--- config.mk ---
export PLATFORM = sky130hd
export DESIGN_NAME = hart_trend_monitor
export DESIGN_NICKNAME = d
export VERILOG_FILES = /design/src/rtl/hart_trend_monitor.sv
export SDC_FILE = /design/constraint.sdc
export NUM_CORES = 1
export LEC_CHECK = 0
export CORE_MARGIN = 1.5
export CORE_UTILIZATION = 43
export DETAILED_ROUTE_END_ITERATION = 10
export PLACE_DENSITY = 0.68
export SLEW_MARGIN = 25
export SYNTH_ARGS = -nofsm -noshare
export SYNTH_HDL_FRONTEND = slang
export SYNTH_SLANG_ARGS = --single-unit
--- constraint.sdc ---
create_clock -name clk -period 8.65 [get_ports clk]
set_input_delay 2.1625 -clock clk [delete_from_list [all_inputs] [get_ports clk]]
set_output_delay 2.1625 -clock clk [all_outputs]
set_load 0.005 [all_outputs]
--- src/rtl/hart_trend_monitor.sv ---
`default_nettype none
// hart_trend_monitor: debounces a sampled heart-rate value into a reference and
// flags later rises/falls against it (with deadband), plus a staleness indicator.
module hart_trend_monitor #(
  parameter int WIDTH    = 6,
  parameter int DEPTH    = 4,
  parameter int MEM_INIT = 63,
  parameter int HYST     = 0,
  parameter int TIMEOUT  = 0
) (
  input  logic             clk,
  input  logic             reset,
  input  logic             sample_en,
  input  logic [WIDTH-1:0] value,
  input  logic             clear_ref,
  output logic             stable_pulse,
  output logic [WIDTH-1:0] ref_value,
  output logic             rising,
  output logic             falling,
  output logic             stale
);

  localparam int RW = $clog2(DEPTH + 1);
  localparam int CW = (TIMEOUT > 0) ? $clog2(TIMEOUT + 1) : 1;

  localparam logic [RW-1:0]    RUN_ZERO  = RW'(0);
  localparam logic [RW-1:0]    RUN_ONE   = RW'(1);
  localparam logic [RW-1:0]    RUN_PRE   = RW'(DEPTH - 1);
  localparam logic [RW-1:0]    RUN_FULL  = RW'(DEPTH);
  localparam logic [WIDTH-1:0] REF_INIT  = WIDTH'(MEM_INIT);
  localparam logic [WIDTH:0]   HYST_X    = (WIDTH + 1)'(HYST);
  localparam logic [CW-1:0]    CNT_ZERO  = CW'(0);
  localparam logic [CW-1:0]    CNT_ONE   = CW'(1);
  localparam logic [CW-1:0]    STALE_MAX = CW'(TIMEOUT);

  logic [RW-1:0]    run;
  logic [RW-1:0]    run_next;
  logic [WIDTH-1:0] last;
  logic [CW-1:0]    stale_cnt;
  logic             stable_evt;
  logic [WIDTH-1:0] ref_next;
  logic [WIDTH:0]   value_x;
  logic [WIDTH:0]   ref_x;
  logic             rise_next;
  logic             fall_next;

  always_comb begin
    run_next = RUN_ONE;
    if (run != RUN_ZERO && value == last) begin
      run_next = (run == RUN_FULL) ? RUN_FULL : run + RUN_ONE;
    end
    // Only the DEPTH-1 -> DEPTH transition fires; a saturated run stays silent.
    stable_evt = sample_en && (run == RUN_PRE) && (value == last);
    ref_next   = stable_evt ? value : ref_value;
    // One extra bit so ref + HYST and value + HYST cannot wrap at full scale.
    value_x    = {1'b0, value};
    ref_x      = {1'b0, ref_next};
    rise_next  = value_x > (ref_x + HYST_X);
    fall_next  = (value_x + HYST_X) < ref_x;
  end

  always_ff @(posedge clk) begin
    if (!reset) begin
      run          <= RUN_ZERO;
      last         <= '0;
      ref_value    <= REF_INIT;
      rising       <= 1'b0;
      falling      <= 1'b0;
      stable_pulse <= 1'b0;
      stale_cnt    <= CNT_ZERO;
    end else if (clear_ref) begin
      run          <= RUN_ZERO;
      ref_value    <= REF_INIT;
      rising       <= 1'b0;
      falling      <= 1'b0;
      stable_pulse <= 1'b0;
      stale_cnt    <= CNT_ZERO;
    end else begin
      stable_pulse <= stable_evt;
      if (sample_en) begin
        run       <= run_next;
        last      <= value;
        ref_value <= ref_next;
        rising    <= rise_next;
        falling   <= fall_next;
        if (stable_evt) begin
          stale_cnt <= CNT_ZERO;
        end else if (stale_cnt < STALE_MAX) begin
          stale_cnt <= stale_cnt + CNT_ONE;
        end
      end
    end
  end

  assign stale = (TIMEOUT != 0) && (stale_cnt >= STALE_MAX);

endmodule
`default_nettype wire

# Yosys cells after proc, flatten, opt, wreduce, memory -nomap -nowiden
# Index checks and enable logic that the tools add are counted.
[classes]
addsub = 1
order_cmp = 2
n_bitwise = 2
n_eq_ne = 3
n_mux = 3
n_reduce_logical = 6
[op_table]
columns = ["operator", "count"]
rows = [
  ["$eq A6 B6 Y1", 1],
  ["$gt A6 B6 Y1", 1],
  ["$lt A6 B6 Y1", 1],
  ["$mux W3", 2],
  ["$mux W6", 1],
  ["$add A3 B1 Y3 const B", 1],
  ["$eq A3 B2 Y1 const B", 1],
  ["$eq A3 B3 Y1 const B", 1],
  ["$logic_and A1 B1 Y1", 3],
  ["$reduce_bool A3 Y1", 1],
  ["$not A1 Y1", 2],
  ["$reduce_and A2 Y1", 1],
  ["$reduce_or A2 Y1", 1],
]
[word_totals]
wordCells = 23
in_bits = 10
ff_bits = 18
output_inout_bits = 10

# Longest topological paths before layout
# Gate-level depths: netlist of the first run.
[depth]
ltp_word = 5
mapped_depth = 11
mapped_depth_nobuf = 9

# Worst setup path before layout of the first run
# Ideal clock, no wire load.
[synth_timing]
kind = "input -> register"
startpoint = "input port value[5]"
endpoint = "register falling"
path_stages = 11
slack_ps = 4432
setup_time_ps = 115
t_arrival_ps = 4103
path_buffers = 2
t_required_ps = 8535
cell_sequence = "xor2_1 nor4_2 and4_1 buf_6 buf_12 mux2i_1 ha_1 a21o_1 a21oi_1 o221a_2 o21ba_2"
[synth_via]
elab_chain_cells = 4
[synth_lines]
columns = ["element", "line_no", "text"]
rows = [
  ["start, declared", "14", "input logic [WIDTH-1:0] value,"],
  ["$eq A6 B6 Y1", "53", "stable_evt = sample_en && (run == RUN_PRE) && (value == last);"],
  ["$logic_and A1 B1 Y1", "53", ""],
  ["$mux W6", "54", "ref_next = stable_evt ? value : ref_value;"],
  ["$lt A6 B6 Y1 (*)", "59", "fall_next = (value_x + HYST_X) < ref_x;"],
  ["end signal, assigned", "85", "falling <= fall_next;"],
  ["end, declared", "19", "output logic falling,"],
]
# Mark *: on every way between the ends. The rest lies on a longest branch, timed or not.
# A chain may end at the register's enable or synchronous reset.

# Final worst setup path of the first run
# Same ends and word-level chain as after synthesis.

==> results of run 1 <==
-- power groups by stage --
stage               clock [mW]  sequential [mW]  combinational (mW)
detailed placement           0           0.0880              0.0213
finish                  0.0519           0.0860              0.0213
floorplan                    0           0.0877              0.0126
global placement             0           0.0878              0.0210
global route            0.0582           0.0862              0.0241
CTS                     0.0547           0.0860              0.0215
-- sequential cells by signal, summed over array words and instances, names as in the netlist --
| name | cells |
|---|---|
| falling | 1 |
| last | 6 |
| ref_value | 6 |
| rising | 1 |
| run | 3 |
| stable_pulse | 1 |
-- placed cells by master (no fill, tap or decap), types with 2 or more instances in the layout --
cell type         n
nor2_1           15
a21oi_1           4
inv_1             6
nor2b_1           9
dfxtp_1          18
clkbuf_4          3
nand2b_1          3
mux2i_1          17
nand4_1           2
clkdlybuf4s50_1  18
ha_1              9
xor2_1            6
-- path summary, 6_finish.rpt --
check	from	cells after the start	end	slack, ps
hold / removal	run[1]	2	run[1]	500
setup reg to reg	last[5]	9	falling	5770
setup / recovery	value[5]	10	falling	3690
hold reg to reg	run[1]	2	run[1]	500
-- layout make-up --
| type | count | area [sq um] | share of cell area |
|---|---|---|---|
| Multi-Input combinational cell | 82 | 636 | 0.500 |
| Sequential cell | 18 | 360 | 0.284 |
| Timing Repair Buffer | 18 | 180 | 0.142 |
| Clock buffer | 4 | 36.3 | 0.0286 |
| Tap cell | 28 | 35.0 | 0.0276 |
| Inverter | 6 | 22.5 | 0.0177 |
-- worst reg2reg max path, delay by kind of cell, from the launching register on --
| kind | cells | cell delay [ps] |
|---|---|---|
| adder cells (fa/ha/maj) | 1 | 320 |
| XOR/XNOR | 1 | 160 |
| multiplexers | 1 | 170 |
| AND/OR/NAND/NOR | 2 | 1160 |
| flip-flops | 1 | 340 |
| AO/OA/AOI/OAI | 4 | 640 |
-- synth_stat cells, types with 2 or more instances --
master,n
nand4_1,2
inv_1,6
xor2_1,6
dfxtp_1,18
nand2b_1,3
clkbuf_1,4
a21oi_1,4
mux2i_1,17
ha_1,9
nor2_1,15
nor2b_1,9
-- kinds of logic (layout without fill, tap and decap cells) --
kind of cell	count (synthesis)	after routing	synth area share
AO/OA/AOI/OAI	12	12	0.0817
adder cells (fa/ha/maj)	9	9	0.105
multiplexers	18	18	0.169
flip-flops	18	18	0.336
XOR/XNOR	6	6	0.0490
other	1	1	0.00350
AND/OR/NAND/NOR	36	36	0.184
buffers and inverters	13	28	0.0712
-- layer usage --
layer / global-route usage / part of all wire / wire length (um) / vias to the layer above
met3: 0.0593 / 0.042 / 83 / 2
met4: 0.0641 / 0.0086 / 17 / 0
met2: 0.277 / 0.47 / 922 / 16
li1: - / - / - / 416
met1: 0.212 / 0.48 / 950 / 372
met5: 0 / 0 / 0 / -
==> flow_metrics.py, run 1 <==
metrics = {
    "critical_path": {
        "crit_type": "input pin to register",
        "cp_slowest_cell": "and4_1",
        "arrival_ps": 5160,
        "crit_family": "simple AND/OR/NAND/NOR gates",
        "path_cells": "clkdlybuf4s50_1, xor2_1, nor4_2, and4_1, mux2i_1, ha_1, a21o_1, a21oi_1, o221a_2, o21ba_2",
        "cp.required_ps": 8850,
        "crit_buf_inv": 1,
        "endpoint_kind": "register",
        "path_max_fanout": 13,
        "startpoint_type": "input pin",
        "critPathMaxStageDelay_ps": 720,
    },
    "die": {
        "io_pins": 20,
        "floorplan.rows": 17,
        "die_h_um": 52.9,
        "design.core.area_sq_um": 2280,
        "fp.dieW_um": 52.9,
        "initial_utilization": 0.471,
        "die_area_sq_um": 2800,
    },
    "final_layout": {
        "antennaDiodeCount": 0,
        "area_delta_synth_final_pct": 18.4,
        "num-fill-cells": 200,
        "final_cells": 156,
        "finalInstanceArea_sq_um": 1270,
        "nets": 148,
        "final_layout_size_suffix_gt1_frac": 0.0547,
        "utilization": 0.558,
    },
    "clock_network": {
        "clock_sinks": 18,
        "cts_setup_buffers": 0,
        "post_cts_resized": 0,
        "cts_buffers": 3,
        "clk_pin_slew_ps": 100,
        "ctsRootBufferMaster": "clkbuf_4",
        "cts_tree": "yes",
        "htree_levels": 1,
        "clockBufferDepth": 2,
        "ctsHoldBuffers": 0,
        "insertion_delay_ps": 290,
    },
    "pwr": {
        "power_mw": 0.159,
        "switchingPower_mw": 0.0381,
        "powerDensity_nw_per_um2": 125,
        "p_int_mw": 0.121,
        "power_frac_comb": 0.134,
        "seqPwrFrac": 0.540,
        "p_sw_frac": 0.239,
        "max-vdd-ir-drop_uv": 111,
        "pwr-share-clk": 0.326,
        "leakage_nw": 0.506,
    },
    "timing": {
        "min_period_ps": 4960,
        "slew_viol_final": 0,
        "fin_hold_ws_ps": 505,
        "max_slew_margin": 0.534,
        "setup_viol": 0,
        "fin_ws_ps": 3690,
        "rsz0062_at_grt": "false",
        "setup_tns_ps": 0,
        "max_freq_ghz": 0.202,
        "period_share": 0.573,
        "tightest_slew_ps": 699,
        "final_hold_viol_count": 0,
        "skew_ps": 3.94,
    },
    "drt": {
        "post_drt_wl_per_cell_um": 12.6,
        "drc": 0,
        "drt-total-wl_um": 1970,
        "vias_per_cell": 5.17,
        "drtPass1Iterations": 4,
        "num_vias": 806,
        "drtIter0Drc": 9,
        "drtAntennaViolNets": 0,
    },
    "grt": {
        "gr-total-overflow": 0,
        "antenna_found_initial": 0,
        "first_global_vias": 774,
        "grt_use_total": 0.173,
        "grt_first_pass_wirelength_um": 3420,
        "grt_max_degree": 18,
    },
    "synth": {
        "syn_avg_cell_area_sq_um": 9.49,
        "yosys_warnings": 0,
        "ys_ff_latch": 18,
        "async_flop_share": 0,
        "synth-seq-area-share": 0.336,
        "netlist_instances": 113,
        "yosys.area.top_type_share": 0.336,
        "yosysTopAreaCell": "dfxtp_1",
        "synth_area_leaders": "dfxtp_1 (34%), mux2i_1 (16%), ha_1 (11%), nor2_1 (5.3%), nor2b_1 (5.3%)",
        "yosys_most_used_dff": "dfxtp_1",
        "syn_area_sq_um": 1070,
        "yosysUniqueCellTypes": 31,
        "syn_nets": 132,
        "synth_edf_count": 0,
    },
    "hold_path": {
        "hold_path.class": "register to register",
    },
    "placement": {
        "dpl.hpwl_um": 1520,
        "dp_slack_ps": 3330,
        "gp_congestion": 0.752,
        "dpl-instance-area_sq_um": 1230,
        "dp_cells": 152,
        "port-buffer-count": 18,
    },
    "run": {
        "cap_violations": 0,
    },
    "run_status": {
        "status": "complete, no violations",
    },
}
Note: power is estimated with default switching activity, not from simulation.
==> inputs of run 2 (changes only) <==
PLACE_DENSITY = 0.7   (was 0.68)
clock period = 4 ns   (was 8.65 ns; I/O delays follow)
==> flow_metrics.py, run 2 (same netlist as run 1, synthesis figures left out) <==
metrics = {
    "critical_path": {
        "cp_slowest_cell": "clkdlybuf4s50_1",
        "startpoint_type": "input pin",
        "crit_type": "input pin to register",
        "r2r_slack_ps": 1460,
        "path_max_fanout": 8,
        "critPathMaxStageDelay_ps": 490,
        "path_cells": "clkdlybuf4s50_1, xor2_1, nor4_2, and4_1, buf_4, mux2i_1, ha_1, a21o_1, a21oi_1, o221a_2, nor3_1",
        "cp.required_ps": 4170,
        "arrival_ps": 3580,
        "endpoint_kind": "register",
    },
    "placement": {
        "gp_congestion": 0.788,
        "dpl.hpwl_um": 1520,
        "dp_cells": 157,
        "port-buffer-count": 18,
    },
    "grt": {
        "grt_first_pass_wirelength_um": 3510,
        "grt_use_total": 0.175,
        "antenna_found_initial": 0,
        "grt_max_degree": 18,
        "gr-total-overflow": 0,
        "first_global_vias": 777,
    },
    "final_layout": {
        "final_layout_size_suffix_gt1_frac": 0.0902,
        "utilization": 0.574,
        "reg_top3": "last: 6 flops, ref_value: 6 flops, run: 3 flops",
        "nets": 153,
        "antennaDiodeCount": 0,
        "area_delta_synth_final_pct": 21.9,
        "final_cell_mix": "dfxtp_1 (18), clkdlybuf4s50_1 (18), mux2i_1 (17)",
        "final_cells": 161,
    },
    "clock_network": {
        "clockBufferDepth": 2,
        "clock_sinks": 18,
        "post_cts_resized": 0,
        "ctsRootBufferMaster": "clkbuf_4",
        "cts_tree": "yes",
        "insertion_delay_ps": 300,
        "htree_levels": 1,
        "cts_buffers": 3,
        "clk_pin_slew_ps": 110,
        "ctsHoldBuffers": 0,
        "cts_setup_buffers": 0,
    },
    "pwr": {
        "max-vdd-ir-drop_uv": 177,
        "powerDensity_nw_per_um2": 269,
        "leakage_nw": 0.531,
    },
    "run_status": {
        "status": "complete, no violations",
    },
    "run": {
        "cap_violations": 0,
    },
    "timing": {
        "rsz0062_at_grt": "false",
        "max_freq_ghz": 0.293,
        "final_hold_viol_count": 0,
        "tightest_slew_ps": 657,
        "period_share": 0.854,
        "skew_ps": 6.81,
        "slew_viol_final": 0,
        "setup_tns_ps": 0,
        "setup_viol": 0,
        "min_period_ps": 3420,
        "max_slew_margin": 0.562,
    },
    "die": {
        "floorplan.rows": 17,
        "die_area_sq_um": 2800,
        "die_h_um": 52.9,
        "io_pins": 20,
        "fp.dieW_um": 52.9,
        "design.core.area_sq_um": 2280,
        "initial_utilization": 0.471,
    },
    "hold_path": {
        "hold_path.class": "register to register",
    },
    "drt": {
        "drc": 0,
        "vias_per_cell": 5.05,
        "drt-total-wl_um": 1990,
        "drtPass1Iterations": 4,
        "drtIter0Drc": 4,
        "num_vias": 813,
        "post_drt_wl_per_cell_um": 12.3,
        "drtAntennaViolNets": 0,
    },
}
[run 2: changes by cell type in the layout (fill, tap and decap cells not counted)]
cell / previous run / this run
buf_4: 0 / 5
[run 2: per-layer routing]
metal	part of all wire	vias up	GRT usage	wire [um]
met5	0	-	0	0
met4	0.021	0	0.0769	42
met3	0.031	5	0.0339	61
met2	0.42	13	0.267	844
met1	0.52	371	0.237	1040
li1	-	424	-	-
[run 2: layout make-up]
cell class                      instances  area (sq um)
Fill cell                             207           968
Clock buffer                            4          36.3
Multi-Input combinational cell         82           636
Tap cell                               28          35.0
Timing Repair Buffer                   23           218
Inverter                                6          22.5
Sequential cell                        18           360
[run 2: worst paths after layout]
check,start,endpoint,depth (start not counted)
hold reg to reg,run[2],run[2],2
hold / removal,run[2],run[2],2
setup / recovery,value[5],rising,11
setup reg to reg,last[5],rising,10
[run 2: stage by stage]
stage               hold WS, ps  total power, mW  area [sq um]  worst slack (ps)
detailed placement          475            0.238          1270               248
global route                524            0.367          1310               397
CTS                         497            0.356          1310               583
floorplan                   455            0.217          1070               944
global placement            470            0.238          1270               352
finish                      500            0.351          1310               584
[run 2: worst max-delay path, delay by kind of cell]
kind            cells  cell delay, ps
simple gates        3             720
xor+xnor            1             190
buf+inv             2             680
compound gates      3             510
mux                 1             220
fa+ha+maj           1             270
[run 2: report_power, final]
part | total (mW) | switching, mW | internal [mW]
clock | 0.117 | 0.0613 | 0.0556
sequential | 0.186 | 0.00251 | 0.183
combinational | 0.0485 | 0.0236 | 0.0249
total | 0.351 | 0.0874 | 0.264
